$ cat src/rtl/vtg_pkg.sv
// Shared constants for the video timing generator: default 720x480 timing,
// the colour-bar table and the counter-width helper.
package vtg_pkg;

    localparam int unsigned VTG_H_ACTIVE = 720;
    localparam int unsigned VTG_H_FP     = 16;
    localparam int unsigned VTG_H_SYNC   = 62;
    localparam int unsigned VTG_H_BP     = 60;
    localparam int unsigned VTG_V_ACTIVE = 480;
    localparam int unsigned VTG_V_FP     = 9;
    localparam int unsigned VTG_V_SYNC   = 6;
    localparam int unsigned VTG_V_BP     = 30;
    localparam int unsigned VTG_DATA_W   = 16;

    // RGB565 bars, left to right: white, yellow, cyan, green, magenta, red, blue, black
    localparam logic [VTG_DATA_W-1:0] VTG_BARS [8] = '{
        16'hFFFF, 16'hFFE0, 16'h07FF, 16'h07E0,
        16'hF81F, 16'hF800, 16'h001F, 16'h0000
    };

    function automatic int unsigned vtg_cnt_w(input int unsigned total);
        return (total > 1) ? $clog2(total) : 1;
    endfunction

endpackage

$ cat src/rtl/vtg_axis_counter.sv
// One timing axis: position counter plus registered sync level, with the
// next count and next active flag exposed so the top can register its decodes.
module vtg_axis_counter
    import vtg_pkg::*;
#(
    parameter int unsigned ACTIVE = VTG_H_ACTIVE,
    parameter int unsigned FP     = VTG_H_FP,
    parameter int unsigned SYNC   = VTG_H_SYNC,
    parameter int unsigned BP     = VTG_H_BP,
    parameter logic        POL    = 1'b0,
    localparam int unsigned TOTAL = ACTIVE + FP + SYNC + BP,
    localparam int unsigned W     = vtg_cnt_w(TOTAL)
) (
    input  logic         clk,
    input  logic         Reset,
    input  logic         i_step,
    input  logic         i_clear,
    output logic [W-1:0] o_count,
    output logic [W-1:0] o_next,
    output logic         o_sync,
    output logic         o_next_active
);

    localparam logic [W-1:0] LAST    = W'(TOTAL - 1);
    localparam int unsigned  SYNC_LO = ACTIVE + FP;
    localparam int unsigned  SYNC_HI = ACTIVE + FP + SYNC;

    logic [W-1:0] r_count;
    logic         r_sync;
    logic [31:0]  w_next32;
    logic         w_next_sync;

    // Clear outranks the natural wrap so a restart lands exactly on zero.
    always_comb begin
        o_next = r_count;
        if (i_clear) begin
            o_next = '0;
        end else if (i_step) begin
            o_next = (r_count == LAST) ? '0 : r_count + 1'b1;
        end
    end

    assign w_next32      = 32'(o_next);
    assign o_next_active = (w_next32 < ACTIVE);
    assign w_next_sync   = (w_next32 >= SYNC_LO) && (w_next32 < SYNC_HI);

    always_ff @(posedge clk) begin
        if (Reset) begin
            r_count <= LAST;
            r_sync  <= ~POL;
        end else if (i_step || i_clear) begin
            r_count <= o_next;
            r_sync  <= w_next_sync ? POL : ~POL;
        end
    end

    assign o_count = r_count;
    assign o_sync  = r_sync;

endmodule

$ cat src/rtl/vid_timing_gen.sv
// Video timing generator: pixel-clock divider, H/V counters and sync/DE decode.
// Optional colour-bar pattern on pix_data when VTG_TESTPAT_EN is defined.
module vid_timing_gen
    import vtg_pkg::*;
#(
    parameter int unsigned H_ACTIVE = VTG_H_ACTIVE,
    parameter int unsigned H_FP     = VTG_H_FP,
    parameter int unsigned H_SYNC   = VTG_H_SYNC,
    parameter int unsigned H_BP     = VTG_H_BP,
    parameter int unsigned V_ACTIVE = VTG_V_ACTIVE,
    parameter int unsigned V_FP     = VTG_V_FP,
    parameter int unsigned V_SYNC   = VTG_V_SYNC,
    parameter int unsigned V_BP     = VTG_V_BP,
    parameter logic        HS_POL   = 1'b0,
    parameter logic        VS_POL   = 1'b0,
    parameter int unsigned CLK_DIV  = 2,
    parameter int unsigned DATA_W   = VTG_DATA_W,
    localparam int unsigned H_TOTAL = H_ACTIVE + H_FP + H_SYNC + H_BP,
    localparam int unsigned V_TOTAL = V_ACTIVE + V_FP + V_SYNC + V_BP,
    localparam int unsigned XW      = vtg_cnt_w(H_TOTAL),
    localparam int unsigned YW      = vtg_cnt_w(V_TOTAL)
) (
    input  logic              clk,
    input  logic              Reset,
    input  logic              enable,
    input  logic              sync_restart,
    output logic              vCLK,
    output logic              Hs,
    output logic              Vs,
    output logic              De,
    output logic [XW-1:0]     pix_x,
    output logic [YW-1:0]     pix_y,
    output logic              frame_start,
    output logic [DATA_W-1:0] pix_data
);

    localparam int unsigned    DW       = vtg_cnt_w(CLK_DIV);
    localparam logic [DW-1:0]  DIV_LAST = DW'(CLK_DIV - 1);
    localparam int unsigned    DIV_HALF = CLK_DIV / 2;
    localparam logic [XW-1:0]  H_LAST   = XW'(H_TOTAL - 1);

    logic [DW-1:0] r_div;
    logic          r_vclk;
    logic          r_de;
    logic          r_fs;
    logic          w_tick;
    logic          w_restart;
    logic          w_h_nact;
    logic          w_v_nact;
    logic [XW-1:0] w_h_next;
    logic [YW-1:0] w_v_next;

    assign w_tick    = enable && (r_div == DIV_LAST);
    assign w_restart = w_tick && sync_restart;

    vtg_axis_counter #(
        .ACTIVE(H_ACTIVE), .FP(H_FP), .SYNC(H_SYNC), .BP(H_BP), .POL(HS_POL)
    ) u_h (
        .clk           (clk),
        .Reset         (Reset),
        .i_step        (w_tick),
        .i_clear       (w_restart),
        .o_count       (pix_x),
        .o_next        (w_h_next),
        .o_sync        (Hs),
        .o_next_active (w_h_nact)
    );

    vtg_axis_counter #(
        .ACTIVE(V_ACTIVE), .FP(V_FP), .SYNC(V_SYNC), .BP(V_BP), .POL(VS_POL)
    ) u_v (
        .clk           (clk),
        .Reset         (Reset),
        .i_step        (w_tick && (pix_x == H_LAST)),
        .i_clear       (w_restart),
        .o_count       (pix_y),
        .o_next        (w_v_next),
        .o_sync        (Vs),
        .o_next_active (w_v_nact)
    );

    // vCLK reflects the pre-edge divider count, so it toggles every clk at CLK_DIV=2.
    always_ff @(posedge clk) begin
        if (Reset) begin
            r_div  <= '0;
            r_vclk <= 1'b0;
            r_de   <= 1'b0;
            r_fs   <= 1'b0;
        end else begin
            r_fs <= w_tick && (w_h_next == '0) && (w_v_next == '0);
            if (enable) begin
                r_div  <= (r_div == DIV_LAST) ? '0 : r_div + 1'b1;
                r_vclk <= (32'(r_div) < DIV_HALF);
            end
            if (w_tick) begin
                r_de <= w_h_nact && w_v_nact;
            end
        end
    end

    assign vCLK        = r_vclk;
    assign De          = r_de;
    assign frame_start = r_fs;

`ifdef VTG_TESTPAT_EN
    localparam int unsigned BAR_W = (H_ACTIVE / 8 == 0) ? 1 : H_ACTIVE / 8;

    logic [2:0]        w_bar;
    logic [DATA_W-1:0] r_pix;

    always_comb begin
        w_bar = 3'd7;
        if ((32'(w_h_next) / BAR_W) < 7) begin
            w_bar = 3'(32'(w_h_next) / BAR_W);
        end
    end

    always_ff @(posedge clk) begin
        if (Reset) begin
            r_pix <= '0;
        end else if (w_tick) begin
            r_pix <= (w_h_nact && w_v_nact) ? DATA_W'(VTG_BARS[w_bar]) : '0;
        end
    end

    assign pix_data = r_pix;
`else
    assign pix_data = '0;
`endif

endmodule

$ cat config.mk
export PLATFORM = sky130hd
export DESIGN_NAME = vid_timing_gen
export DESIGN_NICKNAME = d
export VERILOG_FILES = /design/src/rtl/vtg_pkg.sv /design/src/rtl/vtg_axis_counter.sv /design/src/rtl/vid_timing_gen.sv
export SDC_FILE = /design/constraint.sdc
export NUM_CORES = 1
export LEC_CHECK = 0
export BUFFER_PORTS_ARGS = -buffer_cell sky130_fd_sc_hd__buf_2
export CORE_ASPECT_RATIO = 0.9
export CORE_MARGIN = 5
export CORE_UTILIZATION = 48
export DETAILED_ROUTE_END_ITERATION = 8
export HOLD_SLACK_MARGIN = 0.02
export PLACE_DENSITY_LB_ADDON = 0.05
export SLEW_MARGIN = 20
export SYNTH_ARGS = -nofsm -noshare
export SYNTH_HDL_FRONTEND = slang
export SYNTH_SLANG_ARGS = --single-unit
export TNS_END_PERCENT = 20
$ cat constraint.sdc
create_clock -name clk -period 2.3 [get_ports clk]
set_clock_uncertainty 0.1 [all_clocks]
set_input_delay 0.345 -clock clk [delete_from_list [all_inputs] [get_ports clk]]
set_output_delay 0.345 -clock clk [all_outputs]
set_load 0.005 [all_outputs]
==> qor.yml <==
route:
  drc: 0
  wire_per_inst_um: 15.57
  drtIter0Drc: 130
  drtPass1Iterations: 4
  routed_via_density: 5.492
  wl_um: 5122
  vias: 1807
  drtAntennaViolNets: 0
synth:
  ys_ff_latch: 25
  ys.flop_type: "dfxtp_1"
  netlist_top_cells_count: "dfxtp_1 (25), buf_4 (17), nor2_1 (17)"
  synth_area_sq_mm: 0.001785
  ys_warn_count: 0
  syn_inst: 225
  yosys-top-cells-area: "dfxtp_1 (28%), buf_4 (7.1%), xnor2_1 (4.9%)"
  yosysMostFrequentCell: "dfxtp_1"
  yosysSeqAreaShare: 0.2803
  syn_area_per_cell_sq_um: 7.935
  synth-async-reset-ratio: 0
  yosysTopAreaCell: "dfxtp_1"
  synth.top_cell.area_share: 0.2803
  synth_edf_count: 0
  ys_types: 57
setup_path:
  critPathRequiredTime_ps: 2360
  critPathMaxFanout: 6
  startpoint: "u_h.o_count[0]$_SDFFE_PP1P_"
  reg2reg_from: "u_h.o_count[0]$_SDFFE_PP1P_"
  crit_end: "De$_SDFFE_PP0N_"
  critPathKind: "register to register"
  r2r.worst_path.cells: 7
  crit_path_end_kind: "register"
  r2r_slack_ps: -10
  setup.worst_path.start_class: "register"
  worstPathArrival_ps: 2380
  timing.rr.end: "De$_SDFFE_PP0N_"
cells_and_area:
  synthToLayoutAreaGrowth_pct: 29.36
  layout-drive-gt1-share: 0.3392
  antenna_cells: 0
  final_cell_area_sq_mm: 0.002310
  stdcell_count: 329
  final_util: 0.6324
  nets: 292
placement:
  placed_area_sq_mm: 0.002145
  dp_cells: 322
  dp_hpwl_um: 3861
  port-buffer-count: 28
  place_congestion: 0.8805
clocking:
  htree_num_levels: 1
  holdBufCountCts: 0
  cts.clk_slew.worst_paths_ps: 90
  cts_buffer_depth: 2
  numClockSinks: 25
  cts_root_buf: "clkbuf_8"
  cts_buffers: 3
  cts_tree: "built"
  clk_latency_ps: 270
grt:
  antenna_found_initial: 0
  grt_pass1_vias: 1614
  grt_max_degree: 14
  overflow: 0
  grtUsageTotal: 0.2084
  grt_pass1_wl_um: 8183
worst_hold_path:
  hold_path.class: "primary input to register"
power:
  power_density_mw_per_mm2: 428.6
  leakage_uw: 0.0009279
  vdd_drop_max_v: 0.0003009
floorplan:
  dieWidth_um: 74.29
  dieArea_sq_mm: 0.005041
  core_area_sq_mm: 0.003652
  initial_core_util: 0.4889
  io-pin-count: 45
  fp-row-count: 21
  die_height_um: 67.86
timing:
  period_needed_ps: 2313
  clock.fmax_mhz: 432.4
  setup_tns_ps: -12.70
  setup_ws_ps: -12.70
  hold_viol_final: 0
  fin_hold_ws_ps: 294.4
  fin_crit_sh: 1.006
  rsz0062_at_grt: "yes"
  setup_viol: 1
  slew_viol_final: 0
job:
  drv_cap: 0
run_status:
  status: "finished with violations"
  violations: "negative setup slack"
registers in the layout (all words and copies together), names as in the netlist:
register,cells
De,1
u_v.o_sync,1
u_h.o_sync,1
frame_start,1
u_v.o_count,10
u_h.o_count,10
r_div,1
cells by family after synthesis:
logic type               after synthesis  share of synthesized area
AND/OR/NAND/NOR                       91                     0.2817
AO/OA/AOI/OAI                         47                     0.1934
buffers and inverters                 38                     0.1177
flip-flops                            25                     0.2803
XOR/XNOR                              16                    0.07848
adder cells (fa/ha/maj)                4                    0.02803
multiplexers                           3                    0.01822
other                                  1                   0.002100
area by class of cell:
type / count / area, sq um
Timing Repair Buffer: 69 / 451.7
Inverter: 8 / 30.03
Sequential cell: 25 / 504.2
Multi-Input combinational cell: 177 / 1221
Fill cell: 318 / 1343
Tap cell: 46 / 57.56
Clock buffer: 4 / 45.04
report_power, final:
group / leakage, uW / internal [uW] / total (uW) / switching, uW
sequential: 0.000203 / 449 / 464 / 15.4
clock: 0.0000228 / 124 / 266 / 142
combinational: 0.000702 / 113 / 260 / 147
metal layers:
metal	vias up	GRT usage	part of all wire	wire (um)
met4	0	0.04667	0.0086	44
li1	897	-	-	-
met5	-	0	0	0
met2	65	0.2998	0.43	2201
met1	841	0.3218	0.50	2552
met3	4	0.03377	0.063	323
placed cells by master (no fill, tap or decap), types with 2 or more instances in the layout:
cell type,netlist,layout
xnor2_1,10,10
dfxtp_1,25,22
xor2_1,6,6
a22oi_1,2,2
nand3_1,12,12
o31ai_1,2,2
a221o_1,2,2
dfxtp_2,0,3
nor3_1,12,12
a211oi_2,0,2
nand4_1,6,6
buf_2,3,28
inv_1,8,8
buf_4,17,40
a31oi_1,2,2
a211oi_1,5,3
nor2_1,17,17
and3_1,6,5
conb_1,1,16
nand2_1,15,15
a21oi_1,9,9
and4b_1,2,2
clkbuf_8,0,3
and2_1,3,2
o21ai_0,7,7
or3_1,3,3
mux2_2,2,2
ha_1,4,4
critical path, cell delays in order, from the launching register on:
cell and delay (ps):
dfxtp_2 350, ha_1 230, buf_4 170, o32a_1 340, o22ai_1 260, a21bo_2 260, a211oi_1 390, o41ai_2 100
worst min path at each step:
| stage | from | to | slack (ps) | cells after the start |
|---|---|---|---|---|
| floorplan | De$_SDFFE_PP0N_ | De$_SDFFE_PP0N_ | 360 | 2 |
| global placement | De$_SDFFE_PP0N_ | De$_SDFFE_PP0N_ | 360 | 2 |
| detailed placement | De$_SDFFE_PP0N_ | De$_SDFFE_PP0N_ | 370 | 2 |
| CTS | Reset | u_h.o_count[5]$_SDFFE_PP0P_ | 280 | 2 |
| global route | Reset | u_h.o_count[5]$_SDFFE_PP0P_ | 300 | 2 |
| finish | Reset | u_h.o_count[0]$_SDFFE_PP1P_ | 290 | 3 |
stage by stage:
stage               power, uW  setup WS (ps)
floorplan               631.1          15.59
global placement        703.0         -17.69
detailed placement      702.3         -69.97
CTS                     973.5          3.328
global route             1036         -108.3
finish                  989.9         -12.70
timing repair:
| item | 4_1_cts | 5_1_grt |
|---|---|---|
| gates resized for setup | 2 | 18 |
| setup buffers | 0 | 3 |
| pin swaps | 0 | 7 |
| setup endpoints to repair | 4 | 5 |
Note: power is estimated with default switching activity, not from simulation.
